## src/rtl/rf_write_arbiter.sv

```systemverilog
// rf_write_arbiter: merges ALU and load writebacks into the single register-file
// write port. Each requester has a 2-entry FIFO. Round-robin arbitration picks
// one head per cycle, and a per-register busy mask is exported for hazard checks.
module rf_write_arbiter #(
  parameter int unsigned DATA_W = 32,
  parameter int unsigned ADDR_W = 5,
  parameter int unsigned DEPTH  = 2
) (
  input  logic                 clk,
  input  logic                 rst,
  input  logic                 req0_valid,
  input  logic [ADDR_W-1:0]    req0_addr,
  input  logic [DATA_W-1:0]    req0_data,
  output logic                 req0_ready,
  input  logic                 req1_valid,
  input  logic [ADDR_W-1:0]    req1_addr,
  input  logic [DATA_W-1:0]    req1_data,
  output logic                 req1_ready,
  output logic                 rf_we,
  output logic [ADDR_W-1:0]    rf_addr,
  output logic [DATA_W-1:0]    rf_data,
  output logic [2**ADDR_W-1:0] busy_mask
);

  localparam int unsigned NREG  = 2 ** ADDR_W;
  localparam int unsigned CNT_W = 2;

  typedef struct packed {
    logic [ADDR_W-1:0] addr;
    logic [DATA_W-1:0] data;
  } wr_t;

  // Queue storage and bookkeeping, indexed by requester
  wr_t              mem  [2][DEPTH];
  logic [CNT_W-1:0] cnt  [2];
  logic             wptr [2];
  logic             rptr [2];
  logic             prio;

  logic             in_valid [2];
  wr_t              in_wr    [2];
  logic             ready    [2];
  logic             push     [2];
  logic             pop      [2];
  logic             gnt_any;
  logic             gnt_sel;
  wr_t              gnt_wr;
  logic [NREG-1:0]  busy_c;

  // Gather the two requester ports into indexable form
  always_comb begin
    in_valid[0]   = req0_valid;
    in_valid[1]   = req1_valid;
    in_wr[0].addr = req0_addr;
    in_wr[0].data = req0_data;
    in_wr[1].addr = req1_addr;
    in_wr[1].data = req1_data;
  end

  // Ready depends only on occupancy and reset; writes to r0 are dropped here
  always_comb begin
    for (int n = 0; n < 2; n++) begin
      ready[n] = rst & (cnt[n] != CNT_W'(DEPTH));
      push[n]  = in_valid[n] & ready[n] & (in_wr[n].addr != '0);
    end
  end

  assign req0_ready = ready[0];
  assign req1_ready = ready[1];

  // Arbitration: a lone non-empty queue wins, otherwise the priority pointer decides
  always_comb begin
    gnt_any = (cnt[0] != '0) | (cnt[1] != '0);
    gnt_sel = 1'b0;
    if ((cnt[0] != '0) && (cnt[1] != '0)) begin
      gnt_sel = prio;
    end else if (cnt[1] != '0) begin
      gnt_sel = 1'b1;
    end
    pop[0] = gnt_any & ~gnt_sel;
    pop[1] = gnt_any & gnt_sel;
    gnt_wr = gnt_sel ? mem[1][rptr[1]] : mem[0][rptr[0]];
  end

  // Queue payload storage; contents are qualified by cnt, so no reset is needed
  always_ff @(posedge clk) begin
    for (int n = 0; n < 2; n++) begin
      if (push[n]) begin
        mem[n][wptr[n]] <= in_wr[n];
      end
    end
  end

  // Queue pointers/counts, priority pointer and the registered write port
  always_ff @(posedge clk) begin
    if (!rst) begin
      for (int n = 0; n < 2; n++) begin
        cnt[n]  <= '0;
        wptr[n] <= 1'b0;
        rptr[n] <= 1'b0;
      end
      prio    <= 1'b0;
      rf_we   <= 1'b0;
      rf_addr <= '0;
      rf_data <= '0;
    end else begin
      for (int n = 0; n < 2; n++) begin
        if (push[n]) begin
          wptr[n] <= ~wptr[n];
        end
        if (pop[n]) begin
          rptr[n] <= ~rptr[n];
        end
        if (push[n] && !pop[n]) begin
          cnt[n] <= cnt[n] + CNT_W'(1);
        end else if (!push[n] && pop[n]) begin
          cnt[n] <= cnt[n] - CNT_W'(1);
        end
      end
      if (gnt_any) begin
        prio    <= ~gnt_sel;
        rf_we   <= 1'b1;
        rf_addr <= gnt_wr.addr;
        rf_data <= gnt_wr.data;
      end else begin
        rf_we   <= 1'b0;
      end
    end
  end

  // Pending-write flags: every live queue entry plus the write now on the port
  always_comb begin
    busy_c = '0;
    for (int n = 0; n < 2; n++) begin
      if (cnt[n] != '0) begin
        busy_c[mem[n][rptr[n]].addr] = 1'b1;
      end
      if (cnt[n] == CNT_W'(DEPTH)) begin
        busy_c[mem[n][~rptr[n]].addr] = 1'b1;
      end
    end
    if (rf_we) begin
      busy_c[rf_addr] = 1'b1;
    end
    busy_c[0] = 1'b0;
    if (!rst) begin
      busy_c = '0;
    end
  end

  assign busy_mask = busy_c;

endmodule
```

## config.mk

```make
export PLATFORM = sky130hd
export DESIGN_NAME = rf_write_arbiter
export DESIGN_NICKNAME = d
export VERILOG_FILES = /design/src/rtl/rf_write_arbiter.sv
export SDC_FILE = /design/constraint.sdc
export NUM_CORES = 1
export LEC_CHECK = 0
export CELL_PAD_IN_SITES_DETAIL_PLACEMENT = 1
export CELL_PAD_IN_SITES_GLOBAL_PLACEMENT = 2
export CORE_ASPECT_RATIO = 0.9
export CORE_MARGIN = 2
export CORE_UTILIZATION = 35
export CTS_CLUSTER_DIAMETER = 40
export DETAILED_ROUTE_END_ITERATION = 6
export HOLD_SLACK_MARGIN = 0.06
export PLACE_DENSITY_LB_ADDON = 0.1
export SLEW_MARGIN = 20
export SYNTH_ARGS = -nofsm -noshare
export SYNTH_HDL_FRONTEND = slang
export SYNTH_SLANG_ARGS = --single-unit
```

## constraint.sdc

```tcl
create_clock -name clk -period 3.8 [get_ports clk]
set_input_delay 0.76 -clock clk [delete_from_list [all_inputs] [get_ports clk]]
set_output_delay 0.76 -clock clk [all_outputs]
set_load 0.01 [all_outputs]
```

==> results.toml, run 1 <==
[run_status]
outcome = "completed"

[logic_synthesis]
ys_seq_elements = 195
yosys_warnings = 0
synth-main-ff-cell = "edfxtp_1"
syn_inst = 805
async_flop_share_pct = 0
synth-edff-count = 156
synth_cell_type_count = 58
ys_seq_area_share_pct = 59.88
syn-cell-area_um2 = 9128
synth_fp_nets = 885
synth.avg_cell_area_um2 = 11.34

[pwr]
pwr-share-comb_pct = 41.1
ir_drop_uv = 391.5
p_switching_w = 0.003295
leakage_nw = 4.052
p_sw_share_pct = 39.58
pwr-share-seq_pct = 34.9
internal_power_w = 0.005030
clockPowerShare_pct = 23.9
p_per_area_nw_per_um2 = 700.8

[place]
hpwl_um = 22130
place_congestion = 0.9239
place_inst = 1293
port_buffers = 148

[worst_setup_path]
rr_endpoint = "cnt[1][0]"
worstPathRequired_ns = 3.04
start_kind = "flip-flop"
end_kind = "primary output"
r2r_slack_ns = 1.47
crit_arrival_ns = 2.89
reg2reg_from = "cnt[1][0]"
crit_type = "reg2out"
cp_max_fo = 5
r2r_cells = 6

[global_routing]
grt_first_pass_wirelength_um = 46060
grt_usage_pct = 22.34
grt_start_max_net_pins = 41
antenna_found_initial = 0
grt.overflow.total = 0
grt_pass1_vias = 7619

[timing]
final.setup.tns_ns = 0
fin_crit_ns = 3.653
holdWs_ns = 0.4551
hold_violations = 0
max_freq_mhz = 273.8
finalSetupViolCount = 0
relSlewSlack_pct = 45.58
fin_crit_sh_pct = 96.12
slew_violations = 0
clock_skew_ns = 0.01911
rsz0062_at_grt = "no"
worstMarginPinSlew_ns = 0.8078

[floorplan]
coreArea_um2 = 25850
die_height_um = 157.2
row_count = 56
initial_core_util_pct = 35.30
ios = 150
dieArea_um2 = 27390
die_w_um = 174.2

[routing]
drc_errors = 0
via_count = 7300
wire_per_inst_um = 22.99
dr.pass1.iters = 5
viasPerCell = 5.489
drtAntennaViolNets = 0
drtIter0Drc = 567
wirelength_um = 30570

[layout]
syn_to_final_growth_pct = 30.14
drive_gt1_share_pct = 9.878
fillers = 2736
final_common_cell = "edfxtp_1"
nets = 1049
fin_cells = 1330
fin_util_pct = 45.94
diodes = 0
final_cell_mix = "edfxtp_1, clkdlybuf4s50_1, nand2_1"

[cts]
clock_latency_ns = 0.44
numCtsBuffers = 17
ctsLongestPathBuffers = 2
h-tree-depth = 4
postCtsHoldBufs = 0
cts.sinks = 195
root_buffer = "clkbuf_16"
clk_pin_slew_ns = 0.08
cts_tree = "yes"

[flow_run]
maxCapViolCount = 0

[min_path]
worstHoldStart = "rf_data[21]"
holdPathStages = 2
whs_endpoint = "rf_data[21]"
hold_class = "reg2reg"
Yosys cell counts (3+ instances only):
cell type	instances	share of area, %
o22a_1	6	0.58
nor2_1	52	2.1
a21oi_1	46	2.5
o22ai_1	61	4.2
and2_1	5	0.34
nand2_1	134	5.5
inv_1	14	0.58
clkbuf_1	23	0.95
a22oi_1	14	1.2
o21ai_1	3	0.16
nand3_1	39	2.1
nor2b_1	17	1.2
a32oi_1	13	1.2
edfxtp_1	156	51
nand2b_1	6	0.41
buf_2	14	0.77
buf_1	3	0.12
buf_4	4	0.33
o21ai_0	3	0.16
o31a_1	29	2.8
dfxtp_1	39	8.6
nand3b_1	5	0.41
nor3_1	4	0.22
mux2i_1	71	7.8
layout make-up:
cell class                      instances  area [um2]  share of cell area [%]
Sequential cell                       195        5465                   46.01
Tap cell                              348       435.4                   3.665
Clock inverter                         15       236.5                   1.991
Inverter                               14       52.55                  0.4424
Timing Repair Buffer                  189        1814                   15.27
Multi-Input combinational cell        552        3450                   29.04
Clock buffer                           17       425.4                   3.581
worst max-delay path by stage:
stage               startpoint            end
floorplan                  rst    mem[0][111]
global placement           rst     req1_ready
detailed placement  rptr[0][1]  busy_mask[10]
CTS                 rptr[0][0]  busy_mask[13]
global route         cnt[1][0]  busy_mask[30]
finish              rptr[0][0]  busy_mask[24]
cell families after synthesis:
group,share of synthesized area (%)
compound gates,15.41
xor+xnor,0.1919
fa+ha+maj,0.2741
buf+inv,2.742
flops,59.88
mux,8.033
other cells,0.04108
simple gates,13.43
power groups by stage:
| stage | clock network [W] | registers, W | logic [W] |
|---|---|---|---|
| after floorplan | 0 | 0.00294 | 0.00198 |
| after global placement | 0 | 0.00296 | 0.00332 |
| after detailed placement | 0 | 0.00298 | 0.00337 |
| after CTS | 0.00203 | 0.00292 | 0.00342 |
| after global routing | 0.00210 | 0.00295 | 0.00371 |
| final | 0.00199 | 0.00291 | 0.00342 |
critical path, stage by stage, from the launching register on:
cell,delay [ns]
edfxtp_1,0.45
buf_4,0.17
mux2i_1,0.16
nor3b_1,0.28
buf_4,0.20
nand2_1,0.13
o22ai_1,0.33
o31a_1,0.21
clkdlybuf4s50_1,0.53
metal layers:
layer	vias up	track usage, %	wire length [um]
met3	50	3.744	1161
met5	-	0	0
li1	3375	-	-
met2	217	38.44	15060
met1	3658	28.47	13560
met4	0	8.083	789
metrics by stage:
step                      setup WS, ns  cell area (um2)  power (W)
after global placement          0.5066            11170   0.006273
after CTS                      0.04602            11840   0.008366
after detailed placement        0.4751            11170   0.006351
final                           0.1473            11880   0.008325
after floorplan                 0.4650             9128   0.004915
after global routing           0.02102            11880   0.008757
registers in the layout, summed over array words and instances, names as in the netlist:
signal   count
rf_data     32
rf_addr      5
rf_we        1
prio         1
rptr         2
mem        148
cnt          4
wptr         2
repair_timing:
| action | CTS | global route |
|---|---|---|
| setup endpoints to repair | 1 | 5 |
| setup buffers | 1 | 4 |
| cloned | 0 | 0 |
| pin swaps | 0 | 0 |
| gates resized for setup | 0 | 2 |
Note: power is estimated with default switching activity, not from simulation.
==> run 2: changes to the inputs <==
- CELL_PAD_IN_SITES_DETAIL_PLACEMENT: 1 -> default
- CELL_PAD_IN_SITES_GLOBAL_PLACEMENT: 2 -> default
- CORE_UTILIZATION: 35 -> 54
- PLACE_DENSITY: default -> 0.81
- PLACE_DENSITY_LB_ADDON: 0.1 -> default
- SLEW_MARGIN: 20 -> default
==> run 2 against run 1 <==
Sequential cell count unchanged. Combinational power is 6.1% lower. Hold slack better by 0.0020 ns. Highest routed layer is now met5. First-iteration DRC count rose by 20%.
==> results.toml, run 2 (synthesized netlist as in run 1, its figures left out) <==
[timing]
clock_skew_ns = 0.01102
fin_crit_sh_pct = 97.86
finalSetupViolCount = 0
max_freq_mhz = 268.9
hold_violations = 0
worstMarginPinSlew_ns = 1.253
relSlewSlack_pct = 16.25
fin_crit_ns = 3.719
slew_violations = 0
final.setup.tns_ns = 0
rsz0062_at_grt = "no"

[layout]
syn_to_final_growth_pct = 25.48
final_common_cell = "edfxtp_1"
final_cell_mix = "edfxtp_1, clkdlybuf4s50_1, nand2_1"
diodes = 0
drive_gt1_share_pct = 7.380
nets = 1029
largest_reg_flops = 148
fin_util_pct = 68.49

[cts]
ctsLongestPathBuffers = 2
cts.sinks = 195
root_buffer = "clkbuf_16"
cts_tree = "yes"
clk_pin_slew_ns = 0.07
h-tree-depth = 4
clock_latency_ns = 0.43
postCtsHoldBufs = 0
numCtsBuffers = 17

[pwr]
clockPowerShare_pct = 21.7
leakage_nw = 3.901
internal_power_w = 0.004913
pwr-share-comb_pct = 40.9
ir_drop_uv = 456.9
p_switching_w = 0.002938
p_sw_share_pct = 37.42
p_per_area_nw_per_um2 = 685.5
pwr-share-seq_pct = 37.4

[min_path]
hold_class = "reg2reg"

[place]
hpwl_um = 16970
place_congestion = 1.007
port_buffers = 148

[worst_setup_path]
cp.depth = 7
cp_cell_sequence = "buf_4 > nor2_1 > a22oi_1 > o22ai_1 > a21oi_1 > a21oi_1 > clkdlybuf4s50_1"
start_kind = "flip-flop"
reg2reg_from = "cnt[0][0]"
slowest_stage = "edfxtp_1"
cp_max_fo = 21
crit_path_frequent_cell = "a21oi_1"
crit_end = "busy_mask[19]"
rr_endpoint = "cnt[0][0]"
worst-path-buf-inv = 2
crit_start = "rptr[0][1]"
r2r_slack_ns = 1.19
worstPathRequired_ns = 3.04
path_delay_family = "buffers and inverters"
crit_arrival_ns = 2.96
end_kind = "primary output"
r2r_cells = 5
crit_type = "reg2out"
max_stage_delay_ns = 0.65

[flow_run]
maxCapViolCount = 0

[floorplan]
initial_core_util_pct = 54.58
row_count = 45
coreArea_um2 = 16720
die_w_um = 141.0
ios = 150
dieArea_um2 = 17960
die_height_um = 127.3

[routing]
drtAntennaViolNets = 0
drtIter0Drc = 678
drc_errors = 0
wirelength_um = 25090
via_count = 7392
wire_per_inst_um = 21.39
dr.pass1.iters = 7
viasPerCell = 6.302

[global_routing]
grt_usage_pct = 28.46
grt_pass1_vias = 7230
grt_first_pass_wirelength_um = 39240
grt.overflow.total = 0
antenna_found_initial = 1
grt_start_max_net_pins = 45

[run_status]
outcome = "completed"
[run 2: worst min path at each step]
| stage | startpoint | endpoint | cells after the start |
|---|---|---|---|
| 2_1_floorplan | prio | prio | 2 |
| 3_3_place_gp | rf_data[31] | rf_data[31] | 2 |
| 3_5_place_dp | rf_data[21] | rf_data[21] | 2 |
| 4_1_cts | rf_data[6] | rf_data[6] | 2 |
| 5_1_grt | rf_data[4] | rf_data[4] | 2 |
| 6_report | rf_data[6] | rf_data[6] | 2 |
[run 2: layout make-up]
type	count	area [um2]
clock inverters	10	100.1
clock buffers	22	464.2
multi-input cells	552	3443
flip-flops and latches	195	5465
repair buffers	169	1664
inverters	14	52.55
fillers	1211	5269
well taps	211	264.0
[run 2: power by group through the flow]
stage / clock network (W) / logic [W] / registers [W]
6_report: 0.00170 / 0.00321 / 0.00294
5_1_grt: 0.00182 / 0.00347 / 0.00297
4_1_cts: 0.00171 / 0.00318 / 0.00293
3_5_place_dp: 0 / 0.00316 / 0.00297
3_3_place_gp: 0 / 0.00312 / 0.00296
2_1_floorplan: 0 / 0.00198 / 0.00294
[run 2: metrics by stage]
step,power [W],cells,worst slack (ns),instance area [um2],hold WS (ns)
after floorplan,0.004915,805,0.4650,9128,0.4693
after global placement,0.006076,1141,0.5782,10880,0.4387
after detailed placement,0.006126,1141,0.5460,10880,0.4454
after CTS,0.007829,1173,0.1602,11450,0.4613
after global routing,0.008267,1173,0.007424,11450,0.4822
final,0.007851,1173,0.08141,11450,0.4571
[run 2: timing repair]
item	4_1_cts	5_1_grt
buffers inserted	0	0
resized for setup	0	1
setup endpoints to repair	0	1
[run 2: worst reg2reg max path, cell delays in order, from the launching register on]
cell and delay [ns]:
edfxtp_1 0.48, nor2_2 0.13, o21bai_4 0.95, nand2_1 0.41, xor2_1 0.25, nand2_1 0.11
[run 2: metal layers]
metal  track usage [%]  vias to the layer above  share of wire [%]
li1                  -                     3342                  -
met1             36.91                     3509                 39
met2             45.71                      451                 47
met3             7.009                       88                9.8
met4             13.06                        2                4.1
met5                 0                        -              0.052
